[src/rtl/conv_complex_seq.sv]
// Sequencer for a 3-tap complex convolution that feeds an external multiply-add datapath.
// Optional CONV_OVF_ABORT_EN: a captured datapath overflow aborts the run instead of being flagged only.
//
// state | meaning
// IDLE  | waiting for start; start latches the kernel and clears window/counters
// RUN   | accepting NUM_ELEMS samples into the window
// FLUSH | shifting in two zero samples to finish the tail of the convolution
// FIN   | draining the last result (or reporting an abort) before pulsing done
module conv_complex_seq #(
    parameter int QI          = 3,
    parameter int QF          = 3,
    parameter int NUM_ELEMS   = 100,
    parameter int WORD_LENGTH = QI + QF
) (
    input  logic                       clk,
    input  logic                       rst,
    input  logic                       start,
    input  logic [6*WORD_LENGTH-1:0]   kernel,
    input  logic                       s_valid,
    input  logic [WORD_LENGTH-1:0]     s_re,
    input  logic [WORD_LENGTH-1:0]     s_im,
    output logic                       s_ready,
    output logic [6*WORD_LENGTH-1:0]   dp_k,
    output logic [6*WORD_LENGTH-1:0]   dp_x,
    input  logic [WORD_LENGTH-1:0]     dp_re,
    input  logic [WORD_LENGTH-1:0]     dp_im,
    input  logic                       dp_ovf,
    output logic                       m_valid,
    output logic [WORD_LENGTH-1:0]     m_re,
    output logic [WORD_LENGTH-1:0]     m_im,
    input  logic                       m_ready,
    output logic                       busy,
    output logic                       done,
    output logic                       overflow
);

    localparam int WL = WORD_LENGTH;
    localparam int CW = $clog2(NUM_ELEMS + 3);
    localparam logic [CW-1:0] LAST_IN    = CW'(NUM_ELEMS - 1);
    localparam logic [CW-1:0] LAST_FLUSH = CW'(NUM_ELEMS + 1);
    localparam logic [CW-1:0] LAST_OUT   = CW'(NUM_ELEMS + 1);

    typedef enum logic [1:0] {IDLE, RUN, FLUSH, FIN} state_t;

    state_t          state;
    logic [CW-1:0]   in_cnt;
    logic [CW-1:0]   out_cnt;
    logic            pend;
`ifdef CONV_OVF_ABORT_EN
    logic            abort_seen;
`endif

    // A step is only taken when the result it produces next cycle is guaranteed a free output register.
    logic step_ok;
    logic accept;
    logic xfer;

    assign step_ok = !pend && (!m_valid || m_ready);
    assign s_ready = (state == RUN) && step_ok;
    assign accept  = s_valid && s_ready;
    assign xfer    = m_valid && m_ready;

    always_ff @(posedge clk or posedge rst) begin
        if (rst) begin
            state    <= IDLE;
            in_cnt   <= '0;
            out_cnt  <= '0;
            pend     <= 1'b0;
            dp_k     <= '0;
            dp_x     <= '0;
            m_valid  <= 1'b0;
            m_re     <= '0;
            m_im     <= '0;
            done     <= 1'b0;
            busy     <= 1'b0;
            overflow <= 1'b0;
`ifdef CONV_OVF_ABORT_EN
            abort_seen <= 1'b0;
`endif
        end else begin
            done <= 1'b0;
            pend <= 1'b0;

            if (xfer) begin
                m_valid <= 1'b0;
                out_cnt <= out_cnt + 1'b1;
            end

            case (state)
                IDLE: begin
                    if (start) begin
                        dp_k     <= kernel;
                        dp_x     <= '0;
                        in_cnt   <= '0;
                        out_cnt  <= '0;
                        overflow <= 1'b0;
                        busy     <= 1'b1;
                        state    <= RUN;
`ifdef CONV_OVF_ABORT_EN
                        abort_seen <= 1'b0;
`endif
                    end
                end
                RUN: begin
                    if (accept) begin
                        dp_x   <= {dp_x[4*WL-1:0], s_im, s_re};
                        pend   <= 1'b1;
                        in_cnt <= in_cnt + 1'b1;
                        if (in_cnt == LAST_IN) state <= FLUSH;
                    end
                end
                FLUSH: begin
                    if (step_ok) begin
                        dp_x   <= {dp_x[4*WL-1:0], {2*WL{1'b0}}};
                        pend   <= 1'b1;
                        in_cnt <= in_cnt + 1'b1;
                        if (in_cnt == LAST_FLUSH) state <= FIN;
                    end
                end
                FIN: begin
`ifdef CONV_OVF_ABORT_EN
                    if (abort_seen) begin
                        state <= IDLE;
                        busy  <= 1'b0;
                        done  <= 1'b1;
                    end else
`endif
                    if (xfer && out_cnt == LAST_OUT) begin
                        state <= IDLE;
                        busy  <= 1'b0;
                        done  <= 1'b1;
                    end
                end
                default: state <= IDLE;
            endcase

            // Capture never collides with a held result: a step is only taken when the register will be empty.
            if (pend) begin
`ifdef CONV_OVF_ABORT_EN
                if (dp_ovf) begin
                    overflow   <= 1'b1;
                    abort_seen <= 1'b1;
                    state      <= FIN;
                end else begin
                    m_valid <= 1'b1;
                    m_re    <= dp_re;
                    m_im    <= dp_im;
                end
`else
                m_valid <= 1'b1;
                m_re    <= dp_re;
                m_im    <= dp_im;
                if (dp_ovf) overflow <= 1'b1;
`endif
            end
        end
    end

endmodule

[config.mk]
export PLATFORM = sky130hd
export DESIGN_NAME = conv_complex_seq
export DESIGN_NICKNAME = d
export VERILOG_FILES = /design/src/rtl/conv_complex_seq.sv
export SDC_FILE = /design/constraint.sdc
export NUM_CORES = 1
export LEC_CHECK = 0
export CAP_MARGIN = 10
export CORE_MARGIN = 5
export CORE_UTILIZATION = 41
export CTS_CLUSTER_SIZE = 20
export DETAILED_ROUTE_END_ITERATION = 12
export PLACE_DENSITY = 0.76
export SYNTH_ARGS = -nofsm -noshare
export SYNTH_HDL_FRONTEND = slang
export SYNTH_SLANG_ARGS = --single-unit
export TNS_END_PERCENT = 100
[constraint.sdc]
create_clock -name clk -period 4 [get_ports clk]
set_input_delay 1.2 -clock clk [delete_from_list [all_inputs] [get_ports clk]]
set_output_delay 1.2 -clock clk [all_outputs]
set_load 0.005 [all_outputs]
# ---- Word-level counts from Yosys, hierarchy flattened
# Cells that the tools add are included.
# Widths: inputs -> output; s select.
dict set report totals {
  mem_bits_rw 0
  n_memories 0
  elab_cells 74
  latch_bits 0
  out_inout_bits 89
  romBits 0
  reg_bits 105
  inputBits 66
}
dict set report classes {
  n_mul 0
  reduce_logical 16
  div_mod_pow 0
  n_lt_le_gt_ge 0
  n_eq_ne 12
  n_shift 0
  mux 32
  add_sub_neg 2
  bitwise_logic 0
}
# cell n
set op_table {}
lappend op_table {{$mux 36} 3}
lappend op_table {{$pmux 36 s3} 1}
lappend op_table {{$mux 7} 6}
lappend op_table {{$eq 7x7->1 const B} 3}
lappend op_table {{$pmux 7 s3} 1}
lappend op_table {{$add 7x1->7 const B} 2}
lappend op_table {{$mux 1} 12}
lappend op_table {{$mux 2} 6}
lappend op_table {{$ne 2x2->1 const B} 5}
lappend op_table {{$pmux 2 s4} 1}
lappend op_table {{$reduce_and 6->1} 1}
lappend op_table {{$logic_and 1x1->1} 5}
lappend op_table {{$eq 2x2->1 const B} 2}
lappend op_table {{$pmux 1 s2} 2}
lappend op_table {{$reduce_and 4->1} 1}
lappend op_table {{$reduce_bool 2->1} 2}
lappend op_table {{$reduce_and 3->1} 1}
lappend op_table {{$reduce_bool 3->1} 1}
lappend op_table {{$eq 2x1->1 const B} 1}
lappend op_table {{$logic_not 1->1} 2}
lappend op_table {{$logic_not 2->1} 1}
lappend op_table {{$ne 2x1->1 const B} 1}
lappend op_table {{$reduce_and 2->1} 1}
lappend op_table {{$logic_or 1x1->1} 1}

# ---- Longest topological paths before layout
dict set report depth {
  ltp_word 7
  depth_mapped 9
  mapped_depth_nobuf 7
}

# ---- Worst setup path before layout
# No wires, ideal clock.
dict set report synth_timing {
  path_kind {input port to output port}
  start {in m_ready}
  end {out s_ready}
  required_ns 2.800
  path_stages 3
  arrival_ns 1.501
  path_slack_ns 1.299
  path_buffers 0
  cell_sequence {inv_2 > a21o_1 > nor2_1}
}
dict set report synth_between {
  elab_chain_cells 3
}
# element line
set synth_lines {}
lappend synth_lines {{from (decl)} 31} ;# input logic m_ready,
lappend synth_lines {{$logic_or 1x1->1} 58} ;# assign step_ok = !pend && (!m_valid || m_ready);
lappend synth_lines {{$logic_and 1x1->1} 58}
lappend synth_lines {{$logic_and 1x1->1} 59} ;# assign s_ready = (state == RUN) && step_ok;
lappend synth_lines {{to (decl)} 22} ;# output logic s_ready,
# Every way passes these cells.

# ---- Worst setup path in the final report
# Ends and elaborated chain as after synthesis.

==> run metrics <==
outcome=finished clean; H-tree depth=3; clock buffer depth=2; Final nets=678; initial antenna violation count=0; final instance area=6260 sq um; top post-synthesis cells by area=dfrtp_1 (60%), nand2_1 (17%), o21ai_1 (4.1%); hold buffers post-CTS=0; Critical Path RT=2800 ps; DR DRC count=0; GPL Wtd Cong=0.781; Hold WC Path Type=flop to flop; vias after detailed routing=3558; measured slew at the worst slew-check pin=840 ps; setup TNS=0 ps; latest clock arrival within the worst-skew pair=360 ps; final setup vio count=0; share of layout cells above drive strength 1=6.74%; post-synth top area cell=dfrtp_1; crit-path max FO=5; post-CTS resize count=0; Antenna Violating Nets Remaining=0; Pleak=2.96 nW; Mean Syn Cell Area=9.55 sq um; top cell type's share of synthesized area=60.3%; total global routing overflow=0; most frequent cells in the layout=nand2_1 (193), clkdlybuf4s50_1 (154), dfrtp_1 (105); dpl cell area=6050 sq um; Worst VDD drop=0.237 mV; WP data arrival=2550 ps; FF+latch count, synth=105; max_slew headroom=44.0%; routed length per instance=14.0 um; WS Path Type=primary input to output pin; commonest non-fill, non-tap cell in the layout=nand2_1; Period minus WS final=3750 ps; fmax=267 MHz; RSZ-0062 raised after global routing=false; CP Launch Type=primary input; CTS Buf Count=9; Post-Synthesis Cells=456; DIE WIDTH=113 um; total track usage=16.2%; DRT Wirelength=10400 um; max cap viols=0; I/O pins=155; Warnings, synthesis=0; total nets after synthesis=531; final hold violations=0; Slew Limit Fails=0; Row Count=37; post-synthesis sequential area ratio=60.3%; Power, Total=2.76 mW; Crit. End Element=output pin; initial core utilization=42.2%; core footprint=10300 sq um; Die Span Y=113 um; clk_skew=15.4 ps; flop2flop setup slack=1720 ps; CTS tree=done; library cells used by synthesis=33; synthesis-to-finish area growth=43.7%; Cell Area, Synth=4360 sq um; Power per Cell Area=441 nW/um^2; CTS Root Cell=clkbuf_8; largest net degree at the start of global routing=66; clock sink total=105; Die Area=12800 sq um; Tcrit/Tclk final=93.7%; Post-CTS Setup Bufs=0; Pre-Repair DR Iteration Count=4; n_diodes=0; post-DR vias/cell=4.78; DRT iter0 DRCs=164; I/O Buffers=154; Clock transition at path regs=90 ps; dpl hpwl=7670 um; first-pass GRT wire length=17000 um; number of global-route vias before repair=3453
[critical path, stage by stage]
cell,delay [ps]
clkdlybuf4s50_1,490
inv_2,30
a21o_1,200
nor2_1,110
clkdlybuf4s50_1,510
[sequential cells by signal, summed over array words and instances (netlist names)]
signal / flops
m_re: 6
pend: 1
overflow: 1
done: 1
state: 2
dp_x: 36
m_im: 6
in_cnt: 7
m_valid: 1
dp_k: 36
out_cnt: 7
busy: 1
[cell type report]
cell class	instances	area (sq um)
repair buffers	159	1620
clock buffers	10	128
fillers	853	4070
well taps	136	170
clock inverters	6	75.1
inverters	9	36.3
flip-flops and latches	105	2630
multi-input cells	319	1600
[metrics by stage]
| stage | utilization (%) | setup WS (ps) | hold WS, ps | cells |
|---|---|---|---|---|
| 4_1_cts | 60.6 | 226 | 483 | 744 |
| 3_3_place_gp | 58.6 | 230 | 456 | 728 |
| 5_1_grt | 60.6 | 142 | 502 | 744 |
| 3_5_place_dp | 58.6 | 230 | 461 | 728 |
| 6_report | 60.6 | 250 | 480 | 744 |
| 2_1_floorplan | - | 39.5 | 470 | 456 |
[cells by family after synthesis]
kind of cell	count (synthesis)	share of synthesized area, %
adder cells (fa/ha/maj)	9	2.59
AND/OR/NAND/NOR	230	21.5
AO/OA/AOI/OAI	59	7.73
XOR/XNOR	6	1.21
flip-flops	105	60.3
multiplexers	15	3.82
buffers and inverters	32	2.87
[final timing paths]
check                                     start                     to  depth (start not counted)
min in group asynchronous                   rst    m_im[5]$_DFFE_PP0P_                          2
max in group asynchronous                   rst   dp_k[22]$_DFFE_PP0P_                          3
setup / recovery                        m_ready                s_ready                          5
setup reg to reg           state[1]$_DFFE_PP0P_  in_cnt[5]$_DFFE_PP0P_                          7
hold reg to reg            dp_k[27]$_DFFE_PP0P_   dp_k[27]$_DFFE_PP0P_                          2
hold / removal             dp_k[27]$_DFFE_PP0P_   dp_k[27]$_DFFE_PP0P_                          2
[power by group]
part	internal, mW	switching (mW)
combinational	0.426	0.270
clock	0.299	0.373
sequential	1.24	0.153
[per-layer routing]
layer	part of all wire, %	GRT usage (%)
met1	44	21.3
met2	45	25.4
met3	9.3	6.20
met4	0.74	3.61
met5	0	0
[synth_stat cells]
master and instances:
nand2_1 193, dfrtp_1 105, o21ai_1 36, clkbuf_1 19
mux2_2 12, ha_1 9, inv_1 8, nor2_1 8
o21ai_0 8, nand3_1 7, a22o_1 6, xor2_1 6
or2_2 5, and2_1 4, buf_2 4, nand2b_1 4
a21oi_1 3, and3_1 2, mux2i_1 2, or3_1 2
a211o_1 1, a21o_1 1, a311oi_1 1, a31oi_1 1
inv_2 1, mux2_1 1, nand4_1 1, nor2b_1 1
nor3b_1 1, nor4_1 1, nor4_2 1, o22ai_1 1
o41a_1 1
Note: power is estimated with default switching activity, not from simulation.
